<file path="src/rtl/matrix_column_scanner_if.sv">
// Signal bundle between the LED-matrix column scanner and its surroundings.
// The master side supplies the image and control; the slave side is the scanner.
interface matrix_column_scanner_if;
   logic       enable;
   logic       blink;
   logic [6:0] column_4;
   logic [6:0] column_3;
   logic [6:0] column_2;
   logic [6:0] column_1;
   logic [6:0] column_0;
   logic [6:0] rows;
   logic [4:0] column_select;
   logic       frame_done;
   logic [1:0] dbg_state;

   modport master (
      output enable, blink, column_4, column_3, column_2, column_1, column_0,
      input  rows, column_select, frame_done, dbg_state
   );

   modport slave (
      input  enable, blink, column_4, column_3, column_2, column_1, column_0,
      output rows, column_select, frame_done, dbg_state
   );
endinterface

</file>
<file path="src/rtl/matrix_column_scanner.sv">
// Multiplexed 5x7 LED matrix scanner: columns 4..0 each get a blank gap then a
// drive window; the image is latched once per frame and can optionally blink.
module matrix_column_scanner #(
   parameter int CLKS_PER_COLUMN = 50000,
   parameter int BLANK_CLKS      = 16,
   parameter int BLINK_FRAMES    = 100
) (
   input  logic                    clock,
   input  logic                    reset_n,
   matrix_column_scanner_if.slave  bus
);

   localparam int PW = (CLKS_PER_COLUMN > 1) ? $clog2(CLKS_PER_COLUMN) : 1;
   localparam int BW = (BLINK_FRAMES > 1) ? $clog2(BLINK_FRAMES) : 1;
   localparam logic [PW-1:0] PS_LAST       = PW'(CLKS_PER_COLUMN - 1);
   localparam logic [PW-1:0] PS_BLANK_LAST = PW'(BLANK_CLKS - 1);
   localparam logic [BW-1:0] BL_LAST       = BW'(BLINK_FRAMES - 1);

   typedef enum logic [1:0] {
      ST_IDLE  = 2'd0,
      ST_BLANK = 2'd1,
      ST_DRIVE = 2'd2
   } state_t;

   state_t        r_state;
   logic [PW-1:0] r_ps;
   logic [2:0]    r_idx;
   logic [BW-1:0] r_blink_cnt;
   logic          r_visible;
   logic [6:0]    r_shadow [0:4];
   logic [6:0]    r_rows;
   logic [4:0]    r_col_sel;
   logic          r_frame_done;

   state_t        w_state_nxt;
   logic [PW-1:0] w_ps_nxt;
   logic [2:0]    w_idx_nxt;
   logic          w_load;
   logic          w_wrap;
   logic          w_abort;
   logic [BW-1:0] w_blink_cnt_nxt;
   logic          w_visible_nxt;
   logic [6:0]    w_rows_nxt;
   logic [4:0]    w_col_sel_nxt;
   logic          w_frame_done_nxt;
   logic [6:0]    w_cols [0:4];

   assign w_cols[0] = bus.column_0;
   assign w_cols[1] = bus.column_1;
   assign w_cols[2] = bus.column_2;
   assign w_cols[3] = bus.column_3;
   assign w_cols[4] = bus.column_4;

   always_ff @(posedge clock or negedge reset_n) begin
      if (!reset_n) begin
         r_state      <= ST_IDLE;
         r_ps         <= '0;
         r_idx        <= 3'd4;
         r_blink_cnt  <= '0;
         r_visible    <= 1'b1;
         for (int k = 0; k < 5; k++) r_shadow[k] <= 7'h7F;
         r_rows       <= 7'h7F;
         r_col_sel    <= 5'b00000;
         r_frame_done <= 1'b0;
      end else begin
         r_state      <= w_state_nxt;
         r_ps         <= w_ps_nxt;
         r_idx        <= w_idx_nxt;
         r_blink_cnt  <= w_blink_cnt_nxt;
         r_visible    <= w_visible_nxt;
         if (w_load) begin
            for (int k = 0; k < 5; k++) r_shadow[k] <= w_cols[k];
         end
         r_rows       <= w_rows_nxt;
         r_col_sel    <= w_col_sel_nxt;
         r_frame_done <= w_frame_done_nxt;
      end
   end

   // Slot sequencing: the prescaler runs across BLANK and DRIVE of one slot.
   always_comb begin
      w_state_nxt = r_state;
      w_ps_nxt    = r_ps;
      w_idx_nxt   = r_idx;
      w_load      = 1'b0;
      w_wrap      = 1'b0;
      w_abort     = 1'b0;
      case (r_state)
         ST_IDLE: begin
            if (bus.enable) begin
               w_state_nxt = ST_BLANK;
               w_ps_nxt    = '0;
               w_idx_nxt   = 3'd4;
               w_load      = 1'b1;
            end
         end
         ST_BLANK: begin
            if (!bus.enable) begin
               w_state_nxt = ST_IDLE;
               w_ps_nxt    = '0;
               w_abort     = 1'b1;
            end else begin
               w_ps_nxt = r_ps + 1'b1;
               if (r_ps == PS_BLANK_LAST) w_state_nxt = ST_DRIVE;
            end
         end
         ST_DRIVE: begin
            if (!bus.enable) begin
               w_state_nxt = ST_IDLE;
               w_ps_nxt    = '0;
               w_abort     = 1'b1;
            end else if (r_ps == PS_LAST) begin
               w_state_nxt = ST_BLANK;
               w_ps_nxt    = '0;
               if (r_idx == 3'd0) begin
                  w_idx_nxt = 3'd4;
                  w_load    = 1'b1;
                  w_wrap    = 1'b1;
               end else begin
                  w_idx_nxt = r_idx - 3'd1;
               end
            end else begin
               w_ps_nxt = r_ps + 1'b1;
            end
         end
         default: begin
            w_state_nxt = ST_IDLE;
            w_ps_nxt    = '0;
         end
      endcase
   end

   // Blink bookkeeping advances only on frame wraps; blink=0 always wins.
   always_comb begin
      w_blink_cnt_nxt = r_blink_cnt;
      w_visible_nxt   = r_visible;
      if (!bus.blink) begin
         w_blink_cnt_nxt = '0;
         w_visible_nxt   = 1'b1;
      end else if (w_abort) begin
         w_blink_cnt_nxt = '0;
      end else if (w_wrap) begin
         if (r_blink_cnt == BL_LAST) begin
            w_blink_cnt_nxt = '0;
            w_visible_nxt   = ~r_visible;
         end else begin
            w_blink_cnt_nxt = r_blink_cnt + 1'b1;
         end
      end
   end

   // Outputs are decoded from next-state values so they register with the FSM.
   always_comb begin
      w_rows_nxt       = 7'h7F;
      w_col_sel_nxt    = 5'b00000;
      w_frame_done_nxt = w_wrap;
      if (w_state_nxt == ST_DRIVE && w_visible_nxt) begin
         w_rows_nxt    = r_shadow[w_idx_nxt];
         w_col_sel_nxt = 5'b00001 << w_idx_nxt;
      end
   end

   assign bus.rows          = r_rows;
   assign bus.column_select = r_col_sel;
   assign bus.frame_done    = r_frame_done;
   assign bus.dbg_state     = r_state;

endmodule
</file>
<file path="src/flat_wrapper.sv">
// flat-port wrapper written by rule: the top's interface ports become plain ports
module matrix_column_scanner_flat 
#(
   parameter int CLKS_PER_COLUMN = 50000,
   parameter int BLANK_CLKS      = 16,
   parameter int BLINK_FRAMES    = 100
)
  (clock, reset_n, bus_enable, bus_blink, bus_column_4, bus_column_3, bus_column_2, bus_column_1, bus_column_0, bus_rows, bus_column_select, bus_frame_done, bus_dbg_state);
  matrix_column_scanner_if bus_i ();
  input  logic clock;
  input  logic reset_n;
  input wire logic [$bits(bus_i.enable)-1:0] bus_enable;
  input wire logic [$bits(bus_i.blink)-1:0] bus_blink;
  input wire logic [$bits(bus_i.column_4)-1:0] bus_column_4;
  input wire logic [$bits(bus_i.column_3)-1:0] bus_column_3;
  input wire logic [$bits(bus_i.column_2)-1:0] bus_column_2;
  input wire logic [$bits(bus_i.column_1)-1:0] bus_column_1;
  input wire logic [$bits(bus_i.column_0)-1:0] bus_column_0;
  output wire logic [$bits(bus_i.rows)-1:0] bus_rows;
  output wire logic [$bits(bus_i.column_select)-1:0] bus_column_select;
  output wire logic [$bits(bus_i.frame_done)-1:0] bus_frame_done;
  output wire logic [$bits(bus_i.dbg_state)-1:0] bus_dbg_state;
  assign bus_i.enable = bus_enable;
  assign bus_i.blink = bus_blink;
  assign bus_i.column_4 = bus_column_4;
  assign bus_i.column_3 = bus_column_3;
  assign bus_i.column_2 = bus_column_2;
  assign bus_i.column_1 = bus_column_1;
  assign bus_i.column_0 = bus_column_0;
  assign bus_rows = bus_i.rows;
  assign bus_column_select = bus_i.column_select;
  assign bus_frame_done = bus_i.frame_done;
  assign bus_dbg_state = bus_i.dbg_state;
  matrix_column_scanner #(.CLKS_PER_COLUMN(CLKS_PER_COLUMN), .BLANK_CLKS(BLANK_CLKS), .BLINK_FRAMES(BLINK_FRAMES)) u_core (.clock(clock), .reset_n(reset_n), .bus(bus_i));
endmodule
</file>
<file path="config.mk">
export PLATFORM = sky130hd
export DESIGN_NAME = matrix_column_scanner_flat
export DESIGN_NICKNAME = d
export VERILOG_FILES = /design/src/rtl/matrix_column_scanner_if.sv /design/src/rtl/matrix_column_scanner.sv /design/src/flat_wrapper.sv
export SDC_FILE = /design/constraint.sdc
export NUM_CORES = 1
export LEC_CHECK = 0
export ABC_AREA = 1
export BUFFER_PORTS_ARGS = -buffer_cell sky130_fd_sc_hd__buf_4
export CORE_MARGIN = 2
export CORE_UTILIZATION = 58
export DETAILED_ROUTE_END_ITERATION = 8
export PLACE_DENSITY = 0.78
export SLEW_MARGIN = 10
export SYNTH_ARGS = -nofsm -noshare
export SYNTH_HDL_FRONTEND = slang
export SYNTH_SLANG_ARGS = --single-unit
</file>
<file path="constraint.sdc">
create_clock -name clock -period 2 [get_ports clock]
set_input_delay 0.3 -clock clock [delete_from_list [all_inputs] [get_ports clock]]
set_output_delay 0.3 -clock clock [all_outputs]
set_load 0.03 [all_outputs]
</file>
==> results.txt <==
Setup repair after global routing could not meet its margin everywhere. The number of warnings issued by yosys is 0. The clock latency on the worst-skew pair came out at 0.35 ns.

The number of antenna violations at the first check in global routing was 0. The signal arrival time at the worst endpoint came out at between 2 and 2.5 ns. The maximum fanout along the worst path came out at 10. The count of cell types in the netlist came out at 37. The top cell types in the final layout, fill and taps aside, are 136 x sky130_fd_sc_hd__nand2_1, 80 x sky130_fd_sc_hd__buf_4, 53 x sky130_fd_sc_hd__inv_1, 44 x sky130_fd_sc_hd__dfstp_2, 37 x sky130_fd_sc_hd__nand3_1. The largest clock skew in the final design came out at 0.00914 ns.

The worst hold path belongs to the class input pin to flop. The routability congestion estimate from global placement came out at 0.862. TritonCTS built the clock tree. The total routing resource utilization after global routing is 25.1%. The clock transition at the registers of the reported paths is 0.08 ns. The worst hold slack across all endpoints came out at 0.163 ns. Along the worst hold path, the cell count comes to 3.

The layer flagged by global routing as most heavily used is met2. Once the floorplan was initialized, standard cells occupied between 60% and 70% of the core. The global route total overflow is 0. The cell area that synthesis handed to floorplanning was between 0.004 and 0.005 mm². The area of the core came out at 0.00683 mm². The quantity of I/O buffers inserted on ports is 53. The reported max-cap violation count came out at 0.

The category of the worst setup path capture point is a flop. VDD sags by at most 0.000961 V. The critical path class is flop to flop. Counting every sink on the clock net gives 77. The non-filler instance count after layout is 671. Summing the sequential cell areas from Yosys gives 48.1% of the chip area. Counting flops with an async set or reset pin after synthesis yields a share of 100%. The total I/O pin count is between 50 and 60.

The die span in x is 88.3 µm. The synthesized design contains 0 enable-type register cells. The layout overhead on the synthesized area came out at 26.2%. The routed wire length came out at 9.56 mm. Entering global routing, the biggest net connects 46 pins.

The clock root buffer is sky130_fd_sc_hd__clkbuf_8. The run finished with clean final reports. The met3 routing resource usage after global routing is 5.32%. The post-route DRC violation count came out at 0. Of the cells placed in the final design, the portion with a size suffix greater than 1 is 37.9%. The violation count after the first detailed-routing iteration came out at 185. The normalized max-slew margin is a little over two thirds. The count of pins over their slew limit came out at 0. The number of cells after detailed placement came out at 636. The H-tree depth reported by CTS is 3. At the worst endpoint, the required time is 2.27 ns.

The floorplan step defined a die boundary enclosing roughly 0.0078 mm². 0 antenna diodes ended up in the layout. The number of cells produced by synthesis came out at 485.

The final HPWL from detailed placement is about 6.3 mm. Derived from the worst setup path, the maximum achievable clock frequency is 520 MHz. Counting the buffers created by CTS gives 9.

The final worst-path cycle share is a little over nine tenths. In this run the power density over the cells is a little over 1000 mW/mm². Setup violations remaining at the end of the flow were counted as 0. The total vias in the final route came out at 3592. The longest clock path from root to sink contains 2 buffers. The number of global-route vias before repair came out at 3525. STA classifies the critical path startpoint as a flop. Using the TritonRoute via totals, the vias-per-cell ratio works out to 5.35. The number of antenna-violating nets in the routed design is 0. The static leakage came out at roughly 2.5 nW. The count of final hold-check violations came out at 0. In the final routed layout, each cell accounts on average for 14.2 µm. For this run, the leading register cell type out of synthesis is sky130_fd_sc_hd__dfstp_2. The synthesized design contains 77 register bits. The first global-routing pass estimated 15.4 mm of wire. The iteration count of the initial detailed-routing pass is 4. The number of core rows came out at 30. The global routing usage on met2 came out at 41.8%. The time the final worst path needs with I/O delays and setup came out at 1.92 ns. The net count of the finished layout is 615.

The worst-margin pin slew is ~0.44 ns. The worst reg2reg path depth is 8. The routing usage on met1 is 31.2%. The net count after synthesis is 530. The vertical die dimension came out at 88.3 µm. In this run the mean area of a mapped cell was 8.50 µm².

The library cell used most frequently in the layout, excluding fill and tap cells, is sky130_fd_sc_hd__nand2_1.
==> layer usage <==
metal | share of wire (%) | vias up | routed length (µm)
met5 | 0 | - | 0
met4 | 2.6 | 0 | 245
met3 | 5.9 | 19 | 567
met2 | 51 | 142 | 4900
met1 | 40 | 1713 | 3850
li1 | - | 1718 | -
==> what timing repair did <==
action	CTS	global route
buffers inserted	1	14
endpoints found under the setup margin	2	46
pin swaps	1	6
resized for setup	2	25
hold buffers	1	0
endpoints found under the hold margin	22	0
cloned	0	3
==> final cells by class <==
type / instances / area, µm²
Multi-Input combinational cell: 337 / 1930
Inverter: 58 / 221
Fill cell: 479 / 1630
Clock buffer: 11 / 153
Sequential cell: 77 / 1980
Timing Repair Buffer: 87 / 723
Clock inverter: 5 / 80.1
Tap cell: 96 / 120
==> registers in the layout, indices dropped and copies added, names as in the netlist <==
| register | count |
|---|---|
| u_core.r_visible | 1 |
| u_core.bus.column_select | 5 |
| u_core.r_shadow | 35 |
| u_core.bus.dbg_state | 2 |
| u_core.r_idx | 3 |
| u_core.r_blink_cnt | 7 |
| u_core.r_ps | 16 |
| u_core.bus.rows | 7 |
| u_core.bus.frame_done | 1 |
==> worst max-delay path, cell delays in order, from the launching register on <==
cell and delay [ns]:
sky130_fd_sc_hd__dfrtp_1 0.40, sky130_fd_sc_hd__ha_4 0.18, sky130_fd_sc_hd__nand3_4 0.12, sky130_fd_sc_hd__nor2_4 0.15, sky130_fd_sc_hd__nand4_1 0.19, sky130_fd_sc_hd__buf_4 0.21, sky130_fd_sc_hd__nand2_8 0.09, sky130_fd_sc_hd__clkbuf_16 0.17
sky130_fd_sc_hd__mux2_2 0.33
==> cells in the mapped netlist, types with 2 or more instances <==
master / count / share of area (%)
sky130_fd_sc_hd__nor2_4: 4 / 1.1
sky130_fd_sc_hd__buf_2: 3 / 0.36
sky130_fd_sc_hd__a22oi_1: 3 / 0.55
sky130_fd_sc_hd__ha_1: 6 / 1.8
sky130_fd_sc_hd__a21oi_1: 17 / 2.1
sky130_fd_sc_hd__nand3_1: 37 / 4.5
sky130_fd_sc_hd__inv_1: 55 / 5.0
sky130_fd_sc_hd__mux2_2: 28 / 7.6
sky130_fd_sc_hd__dfrtp_1: 33 / 20
sky130_fd_sc_hd__nand3_2: 4 / 0.97
sky130_fd_sc_hd__nand2_2: 5 / 0.76
sky130_fd_sc_hd__nor2_1: 42 / 3.8
sky130_fd_sc_hd__o22ai_1: 3 / 0.46
sky130_fd_sc_hd__nand4_1: 5 / 0.76
sky130_fd_sc_hd__buf_6: 6 / 1.6
sky130_fd_sc_hd__o21ai_0: 18 / 2.2
sky130_fd_sc_hd__dfstp_2: 44 / 28
sky130_fd_sc_hd__inv_2: 3 / 0.27
sky130_fd_sc_hd__nand2_4: 2 / 0.55
sky130_fd_sc_hd__nand2_1: 138 / 13
sky130_fd_sc_hd__nor2_2: 8 / 1.2
sky130_fd_sc_hd__nor3_1: 5 / 0.61
sky130_fd_sc_hd__clkbuf_1: 2 / 0.18
==> through the flow <==
stage / worst slack (ns) / setup TNS, ns / util (%) / cell area [µm²] / total power, mW
after floorplan: 0.0814 / 0 / - / 4120 / 3.43
after global placement: -0.0622 / -0.111 / 68.5 / 4680 / 3.82
after detailed placement: -0.0489 / -0.0696 / 68.5 / 4680 / 3.86
after CTS: 0.0192 / 0 / 72.2 / 4930 / 5.24
after global routing: -0.0543 / -0.690 / 76.2 / 5210 / 5.69
final: 0.0774 / 0 / 76.2 / 5210 / 5.37
==> path summary, 6_finish.rpt <==
kind | start | endpoint | slack (ns)
worst max-delay path | u_core.r_ps[0]$_DFFE_PN0P_ | u_core.r_shadow[19]$_DFFE_PN1P_ | 0.08
worst min-delay path | bus_column_4[3] | u_core.r_shadow[3]$_DFFE_PN1P_ | 0.16
worst max register to register | u_core.r_ps[0]$_DFFE_PN0P_ | u_core.r_shadow[19]$_DFFE_PN1P_ | 0.08
worst min register to register | u_core.r_shadow[6]$_DFFE_PN1P_ | u_core.r_shadow[6]$_DFFE_PN1P_ | 0.52
max in group asynchronous | reset_n | u_core.r_idx[2]$_DFF_PN1_ | 0.93
min in group asynchronous | reset_n | u_core.r_ps[13]$_DFFE_PN0P_ | 0.43
==> where the power goes <==
part / leakage (nW) / switching, mW / internal, mW / total, mW
registers: 0.917 / 0.237 / 2.20 / 2.44
logic: 1.43 / 0.803 / 0.779 / 1.58
clock network: 0.119 / 0.571 / 0.780 / 1.35
total: 2.46 / 1.61 / 3.76 / 5.37
==> cells by family (layout without fill, tap and decap cells) <==
logic type | count (synthesis) | count (layout) | share of synthesized area [%]
AO/OA/AOI/OAI | 47 | 47 | 6.58
XOR/XNOR | 2 | 2 | 0.425
multiplexers | 28 | 28 | 7.65
buffers and inverters | 71 | 161 | 7.77
adder cells (fa/ha/maj) | 6 | 6 | 1.82
AND/OR/NAND/NOR | 254 | 254 | 27.7
flip-flops | 77 | 77 | 48.1
Power figures use the tool's default switching activity.
